===== config.mk =====
export PLATFORM = sky130hd
export DESIGN_NAME = inst_fetch_stk_flat
export DESIGN_NICKNAME = d
export VERILOG_FILES = /design/src/rtl/inst_fetch_stk_pkg.sv /design/src/rtl/inst_fetch_stk_if.sv /design/src/rtl/inst_fetch_stk_ret_stack.sv /design/src/rtl/inst_fetch_stk.sv /design/src/flat_wrapper.sv
export SDC_FILE = /design/constraint.sdc
export NUM_CORES = 1
export LEC_CHECK = 0
export ABC_AREA = 1
export CAP_MARGIN = 20
export CORE_AREA = 2 2 86 88
export CTS_CLUSTER_DIAMETER = 60
export DETAILED_ROUTE_END_ITERATION = 10
export DIE_AREA = 0 0 88 90
export PLACE_DENSITY = 0.7
export REMOVE_ABC_BUFFERS = 1
export SKIP_LAST_GASP = 1
export SYNTH_ARGS = -nofsm -noshare
export SYNTH_HDL_FRONTEND = slang
export SYNTH_SLANG_ARGS = --single-unit

===== constraint.sdc =====
create_clock -name Clk -period 2.7 [get_ports Clk]
set_clock_uncertainty 0.1 [all_clocks]
set_input_delay 0.27 -clock Clk [delete_from_list [all_inputs] [get_ports Clk]]
set_output_delay 0.27 -clock Clk [all_outputs]
set_load 0.02 [all_outputs]

===== src/rtl/inst_fetch_stk_pkg.sv =====
// Shared types for the instruction-fetch block: FSM states and the
// per-cycle action code that selects the next program counter.
package fetch_pkg;

  typedef enum logic [1:0] {
    ARM,
    RUN,
    DONE
  } fetch_state_t;

  typedef enum logic [3:0] {
    ACT_HOLD,
    ACT_HALT,
    ACT_STALL,
    ACT_RET,
    ACT_RET_UNF,
    ACT_CALL,
    ACT_CALL_OVF,
    ACT_BR_ABS,
    ACT_BR_REL,
    ACT_INC
  } fetch_act_t;

endpackage


===== src/rtl/inst_fetch_stk_if.sv =====
// Control strobes and status of the fetch block, bundled for the datapath
// (master) and the fetch unit itself (slave).
interface inst_fetch_stk_if #(
  parameter int unsigned T     = 10,
  parameter int unsigned NPROG = 3,
  parameter int unsigned D     = 4
);
  localparam int unsigned PSW = (NPROG > 1) ? $clog2(NPROG) : 1;
  localparam int unsigned DW  = $clog2(D + 1);

  logic           Start;
  logic [PSW-1:0] ProgSel;
  logic           Stall;
  logic           Halt;
  logic           BranchAbs;
  logic           BranchRel;
  logic           Call;
  logic           Ret;
  logic           ALU_flag;
  logic [T-1:0]   Target;
  logic [T-1:0]   ProgCtr;
  logic           Done;
  logic           StkOvf;
  logic           StkUnf;
  logic [DW-1:0]  StkDepth;

  modport master (
    output Start, ProgSel, Stall, Halt, BranchAbs, BranchRel, Call, Ret,
           ALU_flag, Target,
    input  ProgCtr, Done, StkOvf, StkUnf, StkDepth
  );

  modport slave (
    input  Start, ProgSel, Stall, Halt, BranchAbs, BranchRel, Call, Ret,
           ALU_flag, Target,
    output ProgCtr, Done, StkOvf, StkUnf, StkDepth
  );

endinterface


===== src/rtl/inst_fetch_stk_ret_stack.sv =====
// Return-address LIFO. Push/pop are ignored when full/empty; clear wins
// over both so a program restart always begins with an empty stack.
module ret_stack #(
  parameter  int unsigned T  = 10,
  parameter  int unsigned D  = 4,
  localparam int unsigned DW = $clog2(D + 1)
) (
  input  logic          Clk,
  input  logic          Reset,
  input  logic          clear_i,
  input  logic          push_i,
  input  logic          pop_i,
  input  logic [T-1:0]  wdata_i,
  output logic [T-1:0]  top_o,
  output logic [DW-1:0] depth_o,
  output logic          full_o,
  output logic          empty_o
);
  localparam int unsigned IW = (D > 1) ? $clog2(D) : 1;

  logic [T-1:0]  mem_q [D];
  logic [DW-1:0] depth_q;
  logic [IW-1:0] wr_idx;
  logic [IW-1:0] top_idx;
  logic          do_push;
  logic          do_pop;

  assign full_o  = (depth_q == DW'(D));
  assign empty_o = (depth_q == '0);
  assign do_push = push_i && !full_o && !clear_i && !Reset;
  assign do_pop  = pop_i && !empty_o && !clear_i && !Reset;
  assign wr_idx  = IW'(depth_q);
  assign top_idx = IW'(depth_q - DW'(1));
  assign top_o   = mem_q[top_idx];
  assign depth_o = depth_q;

  always_ff @(posedge Clk) begin
    if (do_push) mem_q[wr_idx] <= wdata_i;
  end

  always_ff @(posedge Clk) begin
    if (Reset || clear_i) depth_q <= '0;
    else if (do_push)     depth_q <= depth_q + DW'(1);
    else if (do_pop)      depth_q <= depth_q - DW'(1);
  end

endmodule


===== src/rtl/inst_fetch_stk.sv =====
// Program counter / fetch unit with program select, call/return stack,
// absolute and signed-relative branches, stall and halt handshake.
module inst_fetch_stk
  import fetch_pkg::*;
#(
  parameter int unsigned         T           = 10,
  parameter int unsigned         NPROG       = 3,
  parameter logic [NPROG*T-1:0]  START_ADDRS = '0,
  parameter int unsigned         D           = 4
) (
  input logic              Clk,
  input logic              Reset,
  inst_fetch_stk_if.slave  bus
);
  localparam int unsigned PSW = (NPROG > 1) ? $clog2(NPROG) : 1;
  localparam int unsigned DW  = $clog2(D + 1);

  fetch_state_t  state_q;
  fetch_act_t    act;
  logic [T-1:0]  pc_q, pc_d, pc_inc, start_pc, stk_top;
  logic [DW-1:0] stk_depth;
  logic          stk_full, stk_empty;
  logic          done_q, ovf_q, unf_q;

  assign pc_inc = pc_q + T'(1);

  // Out-of-range selects fall back to entry 0.
  always_comb begin
    start_pc = START_ADDRS[T-1:0];
    for (int unsigned i = 0; i < NPROG; i++) begin
      if (bus.ProgSel == PSW'(i)) start_pc = START_ADDRS[i*T +: T];
    end
  end

  always_comb begin
    act = ACT_HOLD;
    if (state_q == RUN) begin
      if (bus.Halt)                         act = ACT_HALT;
      else if (bus.Stall)                   act = ACT_STALL;
      else if (bus.Ret)                     act = stk_empty ? ACT_RET_UNF : ACT_RET;
      else if (bus.Call)                    act = stk_full ? ACT_CALL_OVF : ACT_CALL;
      else if (bus.BranchAbs && bus.ALU_flag) act = ACT_BR_ABS;
      else if (bus.BranchRel && bus.ALU_flag) act = ACT_BR_REL;
      else                                  act = ACT_INC;
    end
  end

  always_comb begin
    pc_d = pc_q;
    unique case (act)
      ACT_RET:                           pc_d = stk_top;
      ACT_CALL, ACT_BR_ABS:              pc_d = bus.Target;
      ACT_BR_REL:                        pc_d = pc_q + bus.Target;
      ACT_RET_UNF, ACT_CALL_OVF, ACT_INC: pc_d = pc_inc;
      default:                           pc_d = pc_q;
    endcase
  end

  ret_stack #(
    .T (T),
    .D (D)
  ) u_stack (
    .Clk     (Clk),
    .Reset   (Reset),
    .clear_i (bus.Start),
    .push_i  (act == ACT_CALL),
    .pop_i   (act == ACT_RET),
    .wdata_i (pc_inc),
    .top_o   (stk_top),
    .depth_o (stk_depth),
    .full_o  (stk_full),
    .empty_o (stk_empty)
  );

  always_ff @(posedge Clk) begin
    if (Reset) begin
      state_q <= ARM;
      pc_q    <= START_ADDRS[T-1:0];
      done_q  <= 1'b0;
      ovf_q   <= 1'b0;
      unf_q   <= 1'b0;
    end else if (bus.Start) begin
      state_q <= ARM;
      pc_q    <= start_pc;
      done_q  <= 1'b0;
      ovf_q   <= 1'b0;
      unf_q   <= 1'b0;
    end else begin
      unique case (state_q)
        ARM: state_q <= RUN;
        RUN: begin
          pc_q <= pc_d;
          if (act == ACT_HALT) begin
            state_q <= DONE;
            done_q  <= 1'b1;
          end
          if (act == ACT_RET_UNF)  unf_q <= 1'b1;
          if (act == ACT_CALL_OVF) ovf_q <= 1'b1;
        end
        DONE: state_q <= DONE;
        default: state_q <= ARM;
      endcase
    end
  end

  assign bus.ProgCtr  = pc_q;
  assign bus.Done     = done_q;
  assign bus.StkOvf   = ovf_q;
  assign bus.StkUnf   = unf_q;
  assign bus.StkDepth = stk_depth;

endmodule


===== src/flat_wrapper.sv =====
// flat-port wrapper written by rule: the top's interface ports become plain ports
module inst_fetch_stk_flat import fetch_pkg::*;
#(
  parameter int unsigned         T           = 10,
  parameter int unsigned         NPROG       = 3,
  parameter logic [NPROG*T-1:0]  START_ADDRS = '0,
  parameter int unsigned         D           = 4
)
  (Clk, Reset, bus_Start, bus_ProgSel, bus_Stall, bus_Halt, bus_BranchAbs, bus_BranchRel, bus_Call, bus_Ret, bus_ALU_flag, bus_Target, bus_ProgCtr, bus_Done, bus_StkOvf, bus_StkUnf, bus_StkDepth);
  inst_fetch_stk_if #(.T(T), .NPROG(NPROG), .D(D)) bus_i ();
  input logic Clk;
  input logic Reset;
  input wire logic [$bits(bus_i.Start)-1:0] bus_Start;
  input wire logic [$bits(bus_i.ProgSel)-1:0] bus_ProgSel;
  input wire logic [$bits(bus_i.Stall)-1:0] bus_Stall;
  input wire logic [$bits(bus_i.Halt)-1:0] bus_Halt;
  input wire logic [$bits(bus_i.BranchAbs)-1:0] bus_BranchAbs;
  input wire logic [$bits(bus_i.BranchRel)-1:0] bus_BranchRel;
  input wire logic [$bits(bus_i.Call)-1:0] bus_Call;
  input wire logic [$bits(bus_i.Ret)-1:0] bus_Ret;
  input wire logic [$bits(bus_i.ALU_flag)-1:0] bus_ALU_flag;
  input wire logic [$bits(bus_i.Target)-1:0] bus_Target;
  output wire logic [$bits(bus_i.ProgCtr)-1:0] bus_ProgCtr;
  output wire logic [$bits(bus_i.Done)-1:0] bus_Done;
  output wire logic [$bits(bus_i.StkOvf)-1:0] bus_StkOvf;
  output wire logic [$bits(bus_i.StkUnf)-1:0] bus_StkUnf;
  output wire logic [$bits(bus_i.StkDepth)-1:0] bus_StkDepth;
  assign bus_i.Start = bus_Start;
  assign bus_i.ProgSel = bus_ProgSel;
  assign bus_i.Stall = bus_Stall;
  assign bus_i.Halt = bus_Halt;
  assign bus_i.BranchAbs = bus_BranchAbs;
  assign bus_i.BranchRel = bus_BranchRel;
  assign bus_i.Call = bus_Call;
  assign bus_i.Ret = bus_Ret;
  assign bus_i.ALU_flag = bus_ALU_flag;
  assign bus_i.Target = bus_Target;
  assign bus_ProgCtr = bus_i.ProgCtr;
  assign bus_Done = bus_i.Done;
  assign bus_StkOvf = bus_i.StkOvf;
  assign bus_StkUnf = bus_i.StkUnf;
  assign bus_StkDepth = bus_i.StkDepth;
  inst_fetch_stk #(.T(T), .NPROG(NPROG), .START_ADDRS(START_ADDRS), .D(D)) u_core (.Clk(Clk), .Reset(Reset), .bus(bus_i));
endmodule

==> results of run 1 <==
## report_power, final
group | internal [W] | leakage (nW) | switching, W | total, W
registers | 0.000945 | 0.505 | 0.00000397 | 0.000949
clock network | 0.000607 | 0.112 | 0.000340 | 0.000947
logic | 0.0000599 | 1.08 | 0.0000751 | 0.000135
## through the flow
step | instance area [µm²] | setup TNS [ns] | util (%) | power, W
global route | 4104 | 0 | 58.46 | 0.002101
CTS | 4100 | 0 | 58.40 | 0.002044
floorplan | 3318 | -20.78 | - | 0.001044
global placement | 3867 | 0 | 55.09 | 0.001101
finish | 4104 | 0 | 58.46 | 0.002031
detailed placement | 3867 | 0 | 55.09 | 0.001102
## critical path, delay by kind of cell (launching register included)
kind | cells | cell delay (ns)
buf+inv | 2 | 0.33
fa+ha+maj | 1 | 0.25
simple gates | 9 | 1.05
flops | 1 | 0.40
## routing by layer
layer | global-route usage, % | vias up | wire length [µm]
met5 | 0 | - | 0
met4 | 5.897 | 0 | 138
met3 | 3.765 | 12 | 275
met2 | 31.12 | 59 | 3472
met1 | 28.71 | 1275 | 3476
li1 | - | 1450 | -
## synth_stat cells
master	n	area (µm²)
a21o_1	1	7.510
a21oi_1	24	120.1
a221o_1	1	10.01
a221oi_1	1	8.760
a31oi_1	2	12.51
a31oi_2	1	12.51
buf_6	1	11.26
clkbuf_1	7	26.28
clkbuf_8	1	13.76
dfxtp_1	18	360.4
edfxtp_1	40	1201
fa_1	1	20.02
ha_1	17	212.7
inv_1	49	183.9
inv_2	1	3.750
inv_6	1	8.760
nand2_1	82	307.8
nand2_2	5	31.28
nand2_4	1	11.26
nand3_1	27	135.1
nand3_2	2	20.02
nand4_1	8	50.05
nor2_1	55	206.5
nor2_2	2	12.51
nor2_4	3	33.78
nor2_8	1	20.02
o21a_1	1	7.510
o21ai_0	26	130.1
o21ai_1	1	5.000
o21bai_1	3	22.52
o22ai_1	8	50.05
or2_1	1	6.260
or2_2	3	18.77
xnor2_1	3	26.28
xor2_1	7	61.31
## area by class of cell
type | count | area, µm² | area share [%]
clock buffer | 10 | 127.6 | 3.110
clock inverter | 6 | 105.1 | 2.561
inverter | 51 | 200.2 | 4.878
multi-input combinational | 287 | 1560 | 38.02
sequential | 58 | 1562 | 38.05
tap | 99 | 123.9 | 3.018
timing repair buffer | 45 | 425.4 | 10.37
## worst paths after layout
kind | end | slack, ns
setup / recovery | u_core.u_stack.mem_q[1][1] | 0.28
hold / removal | u_core.bus.Done | 0.37
setup reg to reg | u_core.u_stack.mem_q[1][1] | 0.28
hold reg to reg | u_core.bus.Done | 0.37
## timing repair
action                     CTS  global route
hold buffers                 0             0
setup endpoints to repair    0            10
resized for setup            0             1
## flip-flops by register name (all words and copies together) (netlist names)
| name | cells |
|---|---|
| u_core.state_q | 2 |
| u_core.bus.StkUnf | 1 |
| u_core.u_stack.mem_q | 40 |
| u_core.bus.StkOvf | 1 |
| u_core.bus.ProgCtr | 10 |
| u_core.bus.Done | 1 |
| u_core.u_stack.depth_o | 3 |
## cells by family after synthesis
logic type | count (synthesis)
xor gates and xnor gates | 10
adders and majority gates | 18
AOI/OAI and AO/OA | 69
DFF | 58
buffers and inverters | 60
and+or+nand+nor | 190
==> impl_metrics.tcl, run 1 <==
set metrics [dict create \
    outcome "finished, final reports clean" \
    layout.cells.most_common_list "82 x nand2_1, 55 x nor2_1, 48 x inv_1, 40 x edfxtp_1, 35 x clkdlybuf4s50_1" \
    vias_per_cell 5.029 \
    n_antenna_cell 0 \
    dp_cells 540 \
    grt_pass1_wl_um 12480 \
    die_y_um 90 \
    final_common_cell "nand2_1" \
    drv_cap 0 \
    antenna_left 0 \
    cts.sinks 58 \
    finalCriticalPeriod_ns 2.425 \
    crit_slowest_cell "dfxtp_1" \
    cts_setup_buffers 0 \
    rows 31 \
    worstPathRequired_ns 2.62 \
    arrival_ns 2.35 \
    synth_top_family_by_area "simple AND/OR/NAND/NOR gates" \
    yosys.area_share.adder_pct 6.907 \
    rsz0062_at_grt "false" \
    nets 492 \
    critical_path.startpoint "u_core.u_stack.depth_o[1]" \
    synth.distinct_cells 35 \
    ys_warn_count 0 \
    syn_inst 405 \
    final.fill_count 644 \
    reg2reg_depth 12 \
    crit_chain "inv_1 > ha_1 > nand2_1 > nand2_2 > nand2_1 > nand2_1 > nand2_1 > nand2_2 > nor2_2 > nand2_2 > nor2_1 > buf_4" \
    initial_core_util_pct 48.00 \
    drt_iter0_markers 153 \
    critPathKind "flop to flop" \
    cts-root-buf "clkbuf_8" \
    hold_depth 2 \
    crit_top_cell "nand2_1" \
    dieArea_mm2 0.007920 \
    clkLatencyLatePin_ns 0.33 \
    hold_start "u_core.bus.Done" \
    cts_tree "yes" \
    grt_max_degree 25 \
    ctsLongestPathBuffers 2 \
    critical-path-max-stage-delay_ns 0.40 \
    grt_usage_pct 20.14 \
    overflow 0 \
    ys_ff_latch 58 \
    synthXorXnorAreaFrac_pct 2.599 \
    antenna_found_initial 0 \
    p_leak_nw 1.697 \
    tightest_slew_ns 0.4478 \
    synth_compound_area_share_pct 11.47 \
    grt_pass1_vias 2616 \
    vdd_drop_max_v 0.0003520 \
    gp_congestion 0.8408 \
    drive_above_1_share_pct 9.628 \
    min_path_type "flop to flop" \
    synthMuxAreaShare_pct 0 \
    synth.avg_cell_area_um2 8.320 \
    synth_seq_area_share_pct 46.34 \
    place.port_buffers 35 \
    io-pin-count 38 \
    final_max_slew_viol_count 0 \
    clk_pin_slew_ns 0.07 \
    drcViolationCount 0 \
    powerDensity_mw_per_mm2 494.9 \
    clock.fmax_mhz 412.4 \
    post-place-ws_ns 0.2033 \
    num_vias 2796 \
    core_area_mm2 0.007020 \
    maxSlewHeadroom_pct 70.04 \
    crit_fanout 10 \
    h-tree-depth 3 \
    drtPass1Iterations 4 \
    worstSetupEndpointType "flop" \
    yosys.area_share.simple_pct 25.32 \
    detailed_place_hpwl_um 5434 \
    syn_area_mm2 0.003369 \
    hold-worst-slack_ns 0.3655 \
    area_growth_pct 21.80 \
    cts_buffers 9 \
    final-instance-count-excl-fill 556 \
    wl_per_cell_um 13.24 \
    die_w_um 88 \
    startpoint_type "flop" \
    wl_um 7362 \
    min_period_over_period_pct 89.80 \
    hold_viol_final 0 \
    setup_viol 0 \
    setup_ws_ns 0.2753 \
    rr_startpoint "u_core.u_stack.depth_o[1]" \
]
No activity file was read; power rests on OpenSTA's default activity.
==> run 2, diff against run 1 <==
--- a/config.mk
+++ b/config.mk
@@ -11,9 +11,10 @@
 export CTS_CLUSTER_DIAMETER = 60
 export DETAILED_ROUTE_END_ITERATION = 10
 export DIE_AREA = 0 0 88 90
-export PLACE_DENSITY = 0.7
+export PLACE_DENSITY = 0.72
 export REMOVE_ABC_BUFFERS = 1
 export SKIP_LAST_GASP = 1
 export SYNTH_ARGS = -nofsm -noshare
 export SYNTH_HDL_FRONTEND = slang
+export SYNTH_HIERARCHICAL = 1
 export SYNTH_SLANG_ARGS = --single-unit
==> impl_metrics.tcl, run 2 <==
set metrics [dict create \
    outcome "finished, final reports clean" \
    p_comb_share_pct 7.1 \
    grt_usage_pct 20.15 \
    rr_startpoint "u_core/u_stack/depth_o[1]" \
    ys_warn_count 6 \
    worstPathRequired_ns 2.64 \
    die_w_um 88 \
    hold_viol_final 0 \
    ctsHoldBuffers 0 \
    ctsLongestPathBuffers 2 \
    ys_ff_latch 58 \
    synth_top_cell_area_share_pct 34.58 \
    tightest_slew_ns 0.4307 \
    setup_viol 0 \
    final-instance-count-excl-fill 583 \
    drcViolationCount 0 \
    grt_max_degree 25 \
    grt_pass1_wl_um 12410 \
    cts_buffers 9 \
    drtPass1Iterations 4 \
    antenna_found_initial 0 \
    final.fill_count 626 \
    ys_top_cells_by_count "80 x nand2_1, 64 x inv_1, 63 x nor2_1, 40 x edfxtp_1, 24 x o21ai_0" \
    cts-root-buf "clkbuf_8" \
    synth_flop_cell "edfxtp_1" \
    syn_area_mm2 0.003473 \
    finalCriticalPeriod_ns 2.487 \
    area_growth_pct 22.05 \
    n_antenna_cell 0 \
    synth.distinct_cells 37 \
    overflow 0 \
    drv_cap 0 \
    synth_seq_area_share_pct 44.96 \
    grt_pass1_vias 2736 \
    p_int_w 0.001522 \
    rows 31 \
    critical_path.startpoint "u_core/u_stack/depth_o[1]" \
    num_vias 2950 \
    async_flop_share_pct 0 \
    clk_pin_slew_ns 0.07 \
    startpoint_type "flop" \
    arrival_ns 2.43 \
    h-tree-depth 3 \
    seq_power_share_pct 48.6 \
    vdd_drop_max_v 0.0002440 \
    p_leak_nw 1.839 \
    drt_iter0_markers 221 \
    layout.cells.most_common_list "80 x nand2_1, 64 x inv_1, 62 x nor2_1, 40 x edfxtp_1, 35 x clkdlybuf4s50_1" \
    antenna_left 0 \
    syn_inst 426 \
    die_y_um 90 \
    core_area_mm2 0.007020 \
    io-pin-count 38 \
    largest_reg_flops 40 \
    regToRegSetupSlack_ns 0.21 \
    maxUsedRoutingLayer "met4" \
    detailed_place_hpwl_um 5500 \
    pwr-share-clk_pct 44.4 \
    timing.rr.end "u_core/u_stack/mem_q[0][8]" \
    cts_tree "yes" \
    synth_area_leaders "edfxtp_1 35%, dfxtp_1 10%, nand2_1 8.6%, inv_1 6.9%, nor2_1 6.8%" \
    clkLatencyLatePin_ns 0.32 \
    crit_slowest_cell "dfxtp_2" \
    hold_depth 2 \
    yosysTopAreaCell "edfxtp_1" \
    crit_fanout 5 \
    vias_per_cell 5.060 \
    initial_core_util_pct 49.47 \
    cts.sinks 58 \
    place.port_buffers 35 \
    p_sw_share_pct 22.06 \
    clock.fmax_mhz 402.0 \
    wl_met3_um 377 \
    wl_um 7928 \
    nets 519 \
    gp_congestion 0.9466 \
    maxSlewHeadroom_pct 71.19 \
    largest-register "u_core/u_stack/mem_q" \
    crit_path_end "u_core/u_stack/mem_q[0][8]" \
    wl_per_cell_um 13.60 \
    drive_above_1_share_pct 12.40 \
    rsz0062_at_grt "false" \
    yosysMostFrequentCell "nand2_1" \
    dieArea_mm2 0.007920 \
    crit_chain "inv_1 > ha_1 > nand2_1 > inv_1 > a21oi_1 > nand2_1 > nand2_1 > nand2_2 > nand2_2 > nand3_2 > nor2_2 > inv_1 > nor3_2 > buf_4" \
    critical-path-max-stage-delay_ns 0.37 \
    min_path_type "flop to flop" \
    reg2reg_depth 14 \
    worstSetupEndpointType "flop" \
    route.met2.wl_um 3843 \
    final_max_slew_viol_count 0 \
    final_common_cell "nand2_1" \
    critPathKind "flop to flop" \
    final.setup.tns_ns 0 \
    powerDensity_mw_per_mm2 460.8 \
    switching_power_w 0.0004309 \
    synth_edf_count 40 \
    hold-worst-slack_ns 0.3726 \
    synth.avg_cell_area_um2 8.153 \
    min_period_over_period_pct 92.12 \
    dp_cells 564 \
    met1_length_um 3523 \
]
==> run 2: logic make-up after synthesis <==
family / synth area share (%)
and+or+nand+nor: 26.15
buffers and inverters: 9.221
AOI/OAI and AO/OA: 9.726
DFF: 44.96
adders and majority gates: 6.700
xor gates and xnor gates: 3.242
==> run 2: timing repair <==
action / CTS / global route
resized for setup: 0 / 7
buffers inserted: 0 / 2
setup endpoints to repair: 0 / 40
==> run 2: how the worst min path moves through the flow <==
stage                            startpoint                         to
after detailed placement  u_core/bus.StkOvf          u_core/bus.StkOvf
after CTS                 u_core/bus.StkOvf          u_core/bus.StkOvf
after global placement    u_core/bus.StkOvf          u_core/bus.StkOvf
after floorplan                       Reset  u_core/u_stack/depth_o[0]
after global routing      u_core/bus.StkOvf          u_core/bus.StkOvf
final                     u_core/bus.StkOvf          u_core/bus.StkOvf
==> run 2: power groups by stage <==
stage	registers [W]	clock network (W)	logic [W]
final	0.000948	0.000867	0.000138
after detailed placement	0.000968	0	0.000136
after floorplan	0.000970	0	0.0000761
after global routing	0.000948	0.000917	0.000153
after global placement	0.000968	0	0.000132
after CTS	0.000948	0.000882	0.000137
==> run 2: per-layer routing <==
| layer | track usage (%) | vias to the layer above |
|---|---|---|
| li1 | - | 1499 |
| met1 | 26.73 | 1363 |
| met2 | 32.77 | 72 |
| met3 | 3.949 | 16 |
| met4 | 6.667 | 0 |
| met5 | 0 | - |
==> run 2: cell type report <==
cell class | count | area, µm² | area share [%]
clock buffer | 9 | 123.9 | 2.922
multi-input combinational | 285 | 1599 | 37.72
timing repair buffer | 48 | 447.9 | 10.57
inverter | 77 | 289.0 | 6.818
sequential | 58 | 1563 | 36.87
tap | 99 | 123.9 | 2.922
clock inverter | 7 | 92.59 | 2.184
==> run 2: stage by stage <==
| stage | area [µm²] | utilization, % | worst slack, ns | total power (W) |
|---|---|---|---|---|
| floorplan | 3442 | - | -1.029 | 0.001046 |
| CTS | 4208 | 59.94 | 0.05001 | 0.001967 |
| global placement | 3991 | 56.85 | 0.1880 | 0.001100 |
| detailed placement | 3991 | 56.85 | 0.1095 | 0.001104 |
| finish | 4239 | 60.38 | 0.2126 | 0.001953 |
| global route | 4239 | 60.38 | 0.01788 | 0.002018 |
==> run 2: worst max-delay path, delay by kind of cell (launching register included) <==
kind,cells,cell delay [ns]
compound gates,1,0.14
fa+ha+maj,1,0.21
buf+inv,4,0.47
flops,1,0.37
simple gates,8,0.92
